[src/rtl/clint_ctrl.sv]
// Core-local trap controller: decodes ecall/ebreak/mret/external interrupt in execute,
// writes mepc/mstatus/mcause one per cycle while holding the pipeline, then redirects the PC.
module clint_ctrl #(
    parameter logic [31:0] CAUSE_ECALL   = 32'd11,
    parameter logic [31:0] CAUSE_EBREAK  = 32'd3,
    parameter logic [31:0] CAUSE_EXT_INT = 32'h8000_000B
) (
    input  logic        clk,
    input  logic        rst,
    input  logic [31:0] inst_i,
    input  logic [31:0] inst_addr_i,
    input  logic        jump_flag_i,
    input  logic [31:0] jump_addr_i,
    input  logic        int_flag_i,
    input  logic        global_int_en_i,
    input  logic [31:0] csr_mtvec_i,
    input  logic [31:0] csr_mepc_i,
    input  logic [31:0] csr_mstatus_i,
    output logic        csr_wen_o,
    output logic [11:0] csr_waddr_o,
    output logic [31:0] csr_wdata_o,
    output logic        hold_flag_o,
    output logic        int_assert_o,
    output logic [31:0] int_addr_o
);

    localparam logic [31:0] INST_ECALL  = 32'h0000_0073;
    localparam logic [31:0] INST_EBREAK = 32'h0010_0073;
    localparam logic [31:0] INST_MRET   = 32'h3020_0073;

    localparam logic [11:0] CSR_MSTATUS = 12'h300;
    localparam logic [11:0] CSR_MEPC    = 12'h341;
    localparam logic [11:0] CSR_MCAUSE  = 12'h342;

    typedef enum logic [2:0] {
        S_IDLE,
        S_MEPC,
        S_MSTATUS,
        S_MCAUSE,
        S_MRET,
        S_JUMP
    } state_t;

    state_t      state_q, state_d;
    logic [31:0] cause_q, cause_d;
    logic [31:0] mstatus_q, mstatus_d;
    logic [31:0] epc_q, epc_d;
    logic        mret_q, mret_d;

    logic is_ecall, is_ebreak, is_mret, is_int;

    // Trap entry: MPIE takes the old MIE, MIE is cleared; every other bit passes through.
    function automatic logic [31:0] trap_mstatus(input logic [31:0] ms);
        logic [31:0] r;
        r    = ms;
        r[7] = ms[3];
        r[3] = 1'b0;
        return r;
    endfunction

    // Trap return: MIE takes MPIE, MPIE is set.
    function automatic logic [31:0] mret_mstatus(input logic [31:0] ms);
        logic [31:0] r;
        r    = ms;
        r[3] = ms[7];
        r[7] = 1'b1;
        return r;
    endfunction

    assign is_ecall  = (inst_i == INST_ECALL);
    assign is_ebreak = (inst_i == INST_EBREAK);
    assign is_mret   = (inst_i == INST_MRET);
    assign is_int    = int_flag_i & global_int_en_i;

    always_comb begin
        state_d      = state_q;
        cause_d      = cause_q;
        mstatus_d    = mstatus_q;
        epc_d        = epc_q;
        mret_d       = mret_q;
        csr_wen_o    = 1'b0;
        csr_waddr_o  = 12'h000;
        csr_wdata_o  = 32'h0;
        hold_flag_o  = 1'b0;
        int_assert_o = 1'b0;
        int_addr_o   = 32'h0;

        case (state_q)
            S_IDLE: begin
                // Synchronous events outrank the interrupt in the same cycle.
                if (is_ecall || is_ebreak) begin
                    hold_flag_o = 1'b1;
                    cause_d     = is_ecall ? CAUSE_ECALL : CAUSE_EBREAK;
                    epc_d       = inst_addr_i;
                    mstatus_d   = csr_mstatus_i;
                    mret_d      = 1'b0;
                    state_d     = S_MEPC;
                end else if (is_mret) begin
                    hold_flag_o = 1'b1;
                    mstatus_d   = csr_mstatus_i;
                    mret_d      = 1'b1;
                    state_d     = S_MRET;
                end else if (is_int) begin
                    hold_flag_o = 1'b1;
                    cause_d     = CAUSE_EXT_INT;
                    epc_d       = jump_flag_i ? jump_addr_i : inst_addr_i;
                    mstatus_d   = csr_mstatus_i;
                    mret_d      = 1'b0;
                    state_d     = S_MEPC;
                end
            end
            S_MEPC: begin
                hold_flag_o = 1'b1;
                csr_wen_o   = 1'b1;
                csr_waddr_o = CSR_MEPC;
                csr_wdata_o = epc_q;
                state_d     = S_MSTATUS;
            end
            S_MSTATUS: begin
                hold_flag_o = 1'b1;
                csr_wen_o   = 1'b1;
                csr_waddr_o = CSR_MSTATUS;
                csr_wdata_o = trap_mstatus(mstatus_q);
                state_d     = S_MCAUSE;
            end
            S_MCAUSE: begin
                hold_flag_o = 1'b1;
                csr_wen_o   = 1'b1;
                csr_waddr_o = CSR_MCAUSE;
                csr_wdata_o = cause_q;
                state_d     = S_JUMP;
            end
            S_MRET: begin
                hold_flag_o = 1'b1;
                csr_wen_o   = 1'b1;
                csr_waddr_o = CSR_MSTATUS;
                csr_wdata_o = mret_mstatus(mstatus_q);
                state_d     = S_JUMP;
            end
            S_JUMP: begin
                hold_flag_o  = 1'b1;
                int_assert_o = 1'b1;
                int_addr_o   = mret_q ? csr_mepc_i : csr_mtvec_i;
                state_d      = S_IDLE;
            end
            default: state_d = S_IDLE;
        endcase
    end

    always_ff @(posedge clk) begin
        if (rst) begin
            state_q   <= S_IDLE;
            cause_q   <= 32'h0;
            mstatus_q <= 32'h0;
            epc_q     <= 32'h0;
            mret_q    <= 1'b0;
        end else begin
            state_q   <= state_d;
            cause_q   <= cause_d;
            mstatus_q <= mstatus_d;
            epc_q     <= epc_d;
            mret_q    <= mret_d;
        end
    end

endmodule
[config.mk]
export PLATFORM = sky130hd
export DESIGN_NAME = clint_ctrl
export DESIGN_NICKNAME = d
export VERILOG_FILES = /design/src/rtl/clint_ctrl.sv
export SDC_FILE = /design/constraint.sdc
export NUM_CORES = 1
export LEC_CHECK = 0
export ABC_AREA = 1
export ABC_CLOCK_PERIOD_IN_PS = 2500
export CAP_MARGIN = 5
export CORE_UTILIZATION = 41
export DETAILED_ROUTE_END_ITERATION = 7
export GPL_TIMING_DRIVEN = 0
export PLACE_DENSITY = 0.87
export RECOVER_POWER = 25
export SYNTH_ARGS = -nofsm -noshare
export SYNTH_HDL_FRONTEND = slang
export SYNTH_SLANG_ARGS = --single-unit
[constraint.sdc]
create_clock -name clk -period 2.5 [get_ports clk]
set_clock_uncertainty 0.05 [all_clocks]
set_input_delay 0.5 -clock clk [delete_from_list [all_inputs] [get_ports clk]]
set_output_delay 0.5 -clock clk [all_outputs]
set_load 0.01 [all_outputs]
==> out/results.ini <==
[outcome]
status = complete, no violations

[synthesis]
syn_avg_cell_area_sq_um = 6.04
yosysTopAreaCellShare_pct = 31.0
ys_seq_area_share_pct = 31.0
synth_area_leader_cell = dfxtp_1
synth_area_leaders = dfxtp_1 (31%), nand2_1 (21%), mux2_2 (7.9%)
ys_seq_elements = 71
yosys_warnings = 0
netlist_area_sq_um = 4590
synthCells = 759
ys_types = 29

[placement]
placed_area_sq_um = 7460
dpl_worst_slack_ps = -635
placed_cells = 1172
gp_congestion = 0.874
io_buffer_count = 267
hpwl_microns = 13300

[timing]
timing.slew.headroom_pct = 66.6
hold_viol = 0
rsz0062_at_grt = yes
maxSlewViolCount = 0
fmax_mhz = 407
setup_viol = 0
fin_crit_ps = 2460
worstMarginPinSlew_ps = 501
tns_ps = 0
fin_crit_sh_pct = 98.3
hold_slack_ps = 416
setup_ws_ps = 43.5

[die]
fp-row-count = 38
initial_core_util_pct = 42.1
dieArea_sq_um = 11600
ios = 276
coreArea_sq_um = 10900
die_x_microns = 108
fp.dieH_microns = 108

[routing]
drc = 0
first_pass_iters = 5
postRouteAntennaNets = 0
vias = 5717
routed_wl_microns = 17100
drtIter0Drc = 339
wl_per_cell_microns = 14.3
vias_per_cell = 4.79

[critical_path]
rrSetupSlack_ps = 710
crit_type = reg2out
cp_slowest_cell = dfxtp_4
critPathBufInv = 4
crit_path_max_fanout = 10
crit_arrival_ps = 1910
crit_top_cell = nand2_1
path_cells = inv_2 -> nand2_1 -> nor2_2 -> nor2_1 -> inv_1 -> buf_4 -> nand2_1 -> o21ai_0 -> dlygate4sd2_1
r2r-end = epc_q[18]
r2r-start = state_q[1]
setup.worst_path.end_class = output pin
critPathTopFamily = buffers and inverters
cp.required_ps = 1950
cp_slowest_stage_delay_ps = 380
worstRegToRegCells = 10
start_kind = flip-flop

[hold_path]
hp-class = reg2reg
hold_path_depth = 2
whs_endpoint = cause_q[31]
hold_path.startpoint = cause_q[31]

[power_and_ir_drop]
clkPwrFrac_pct = 22.4
leakage_nw = 4.25
power_frac_seq_pct = 34.5
ir_worst_vdd_v = 0.000326
intPower_mw = 2.50
total_power_mw = 3.96
p_per_area_nw_per_um2 = 504
p_comb_share_pct = 43.1
switching_share_pct = 36.7
p_sw_mw = 1.45

[finish]
syn2layout_area_growth_pct = 71.2
final_cell_mix = nand2_1 (253), clkdlybuf4s50_1 (177), inv_1 (90), nor2_1 (79)
fin_cells = 1193
final_nets = 1246
final_area_sq_um = 7850
layout_commonest_cell = nand2_1
fin_util_pct = 72.1
drive_gt1_share_pct = 13.9
diodes = 0

[global_route]
grt_pass1_vias = 5376
grt_first_pass_wirelength_microns = 25900
antenna_found_initial = 0
grt_use_total_pct = 28.5
grt_max_degree = 13
grt-ovfl-total = 0

[clock_tree]
cts_buffers = 9
clkLatencyLatePin_ps = 340
cts_buffer_depth = 2
cts_max_level = 3
cts_sinks = 71
holdBufCountCts = 0
cts_tree = built
cts-root-buf = clkbuf_8
clk_pin_slew_ps = 70

[job]
max-cap-violations = 0

-- state kept, by name, summed over array words and instances (netlist names) --
signal     count
mstatus_q     32
cause_q        3
state_q        3
epc_q         32
mret_q         1
-- layout make-up --
cell class / count / area, sq um
tap: 140 / 175
buffer: 53 / 345
inverter: 98 / 368
clock buffer: 9 / 124
timing repair buffer: 274 / 2730
sequential: 71 / 1430
clock inverter: 6 / 61.3
fill: 892 / 3030
multi-input combinational: 542 / 2620
-- worst register-to-register path: stages, from the launching register on --
cell     delay (ps)
dfxtp_2         360
nor2_1          130
inv_2            80
nor2_4          190
inv_2           100
nor2_1          170
nand2_2         100
buf_6           160
buf_6           140
nor2_1          140
nor2_1           70
-- worst max path at each step --
stage,startpoint,end,slack [ps],depth (start not counted)
after floorplan,inst_i[16],hold_flag_o,540,9
after global routing,state_q[1],csr_wdata_o[28],-40,9
final,state_q[2],csr_wdata_o[28],40,9
after detailed placement,inst_i[4],hold_flag_o,-640,10
after global placement,inst_i[4],hold_flag_o,-610,10
after CTS,state_q[0],int_addr_o[16],0.001,7
-- metal layers --
layer / wire, microns / GRT usage (%) / up-vias
li1: - / - / 2898
met1: 6540 / 31.6 / 2528
met2: 8640 / 53.3 / 256
met3: 1410 / 5.99 / 35
met4: 499 / 9.49 / 0
met5: 0 / 0 / -
-- Yosys cell counts, drive strengths merged --
library cell,n
nor3b,1
clkinv,1
o211ai,3
dfxtp,71
o21ai,30
mux2,32
buf,28
inv,97
nor3,1
nand4,1
a31oi,1
nand3,70
nand2,261
nor2,93
conb,1
a21oi,38
clkbuf,26
and2,2
o21a,1
o221ai,1
-- what timing repair did --
action / in CTS / in global routing
setup endpoints to repair: 69 / 47
gates resized for setup: 111 / 99
setup buffers: 5 / 1
pin swaps: 6 / 24
cloned: 1 / 0
-- kinds of logic after synthesis --
logic type,after synthesis,share of synthesized area [%]
AO/OA/AOI/OAI,74,8.40
multiplexers,32,7.85
flip-flops,71,31.0
buffers and inverters,152,14.4
AND/OR/NAND/NOR,429,38.3
other,1,0.0817
-- power by group through the flow --
stage	Combinational, mW	Sequential (mW)	Clock, mW
after floorplan	0.876	1.36	0
after global placement	1.63	1.37	0
after detailed placement	1.65	1.37	0
after CTS	1.68	1.36	0.888
after global routing	1.87	1.38	0.947
final	1.71	1.36	0.887
Power figures use the tool's default switching activity.
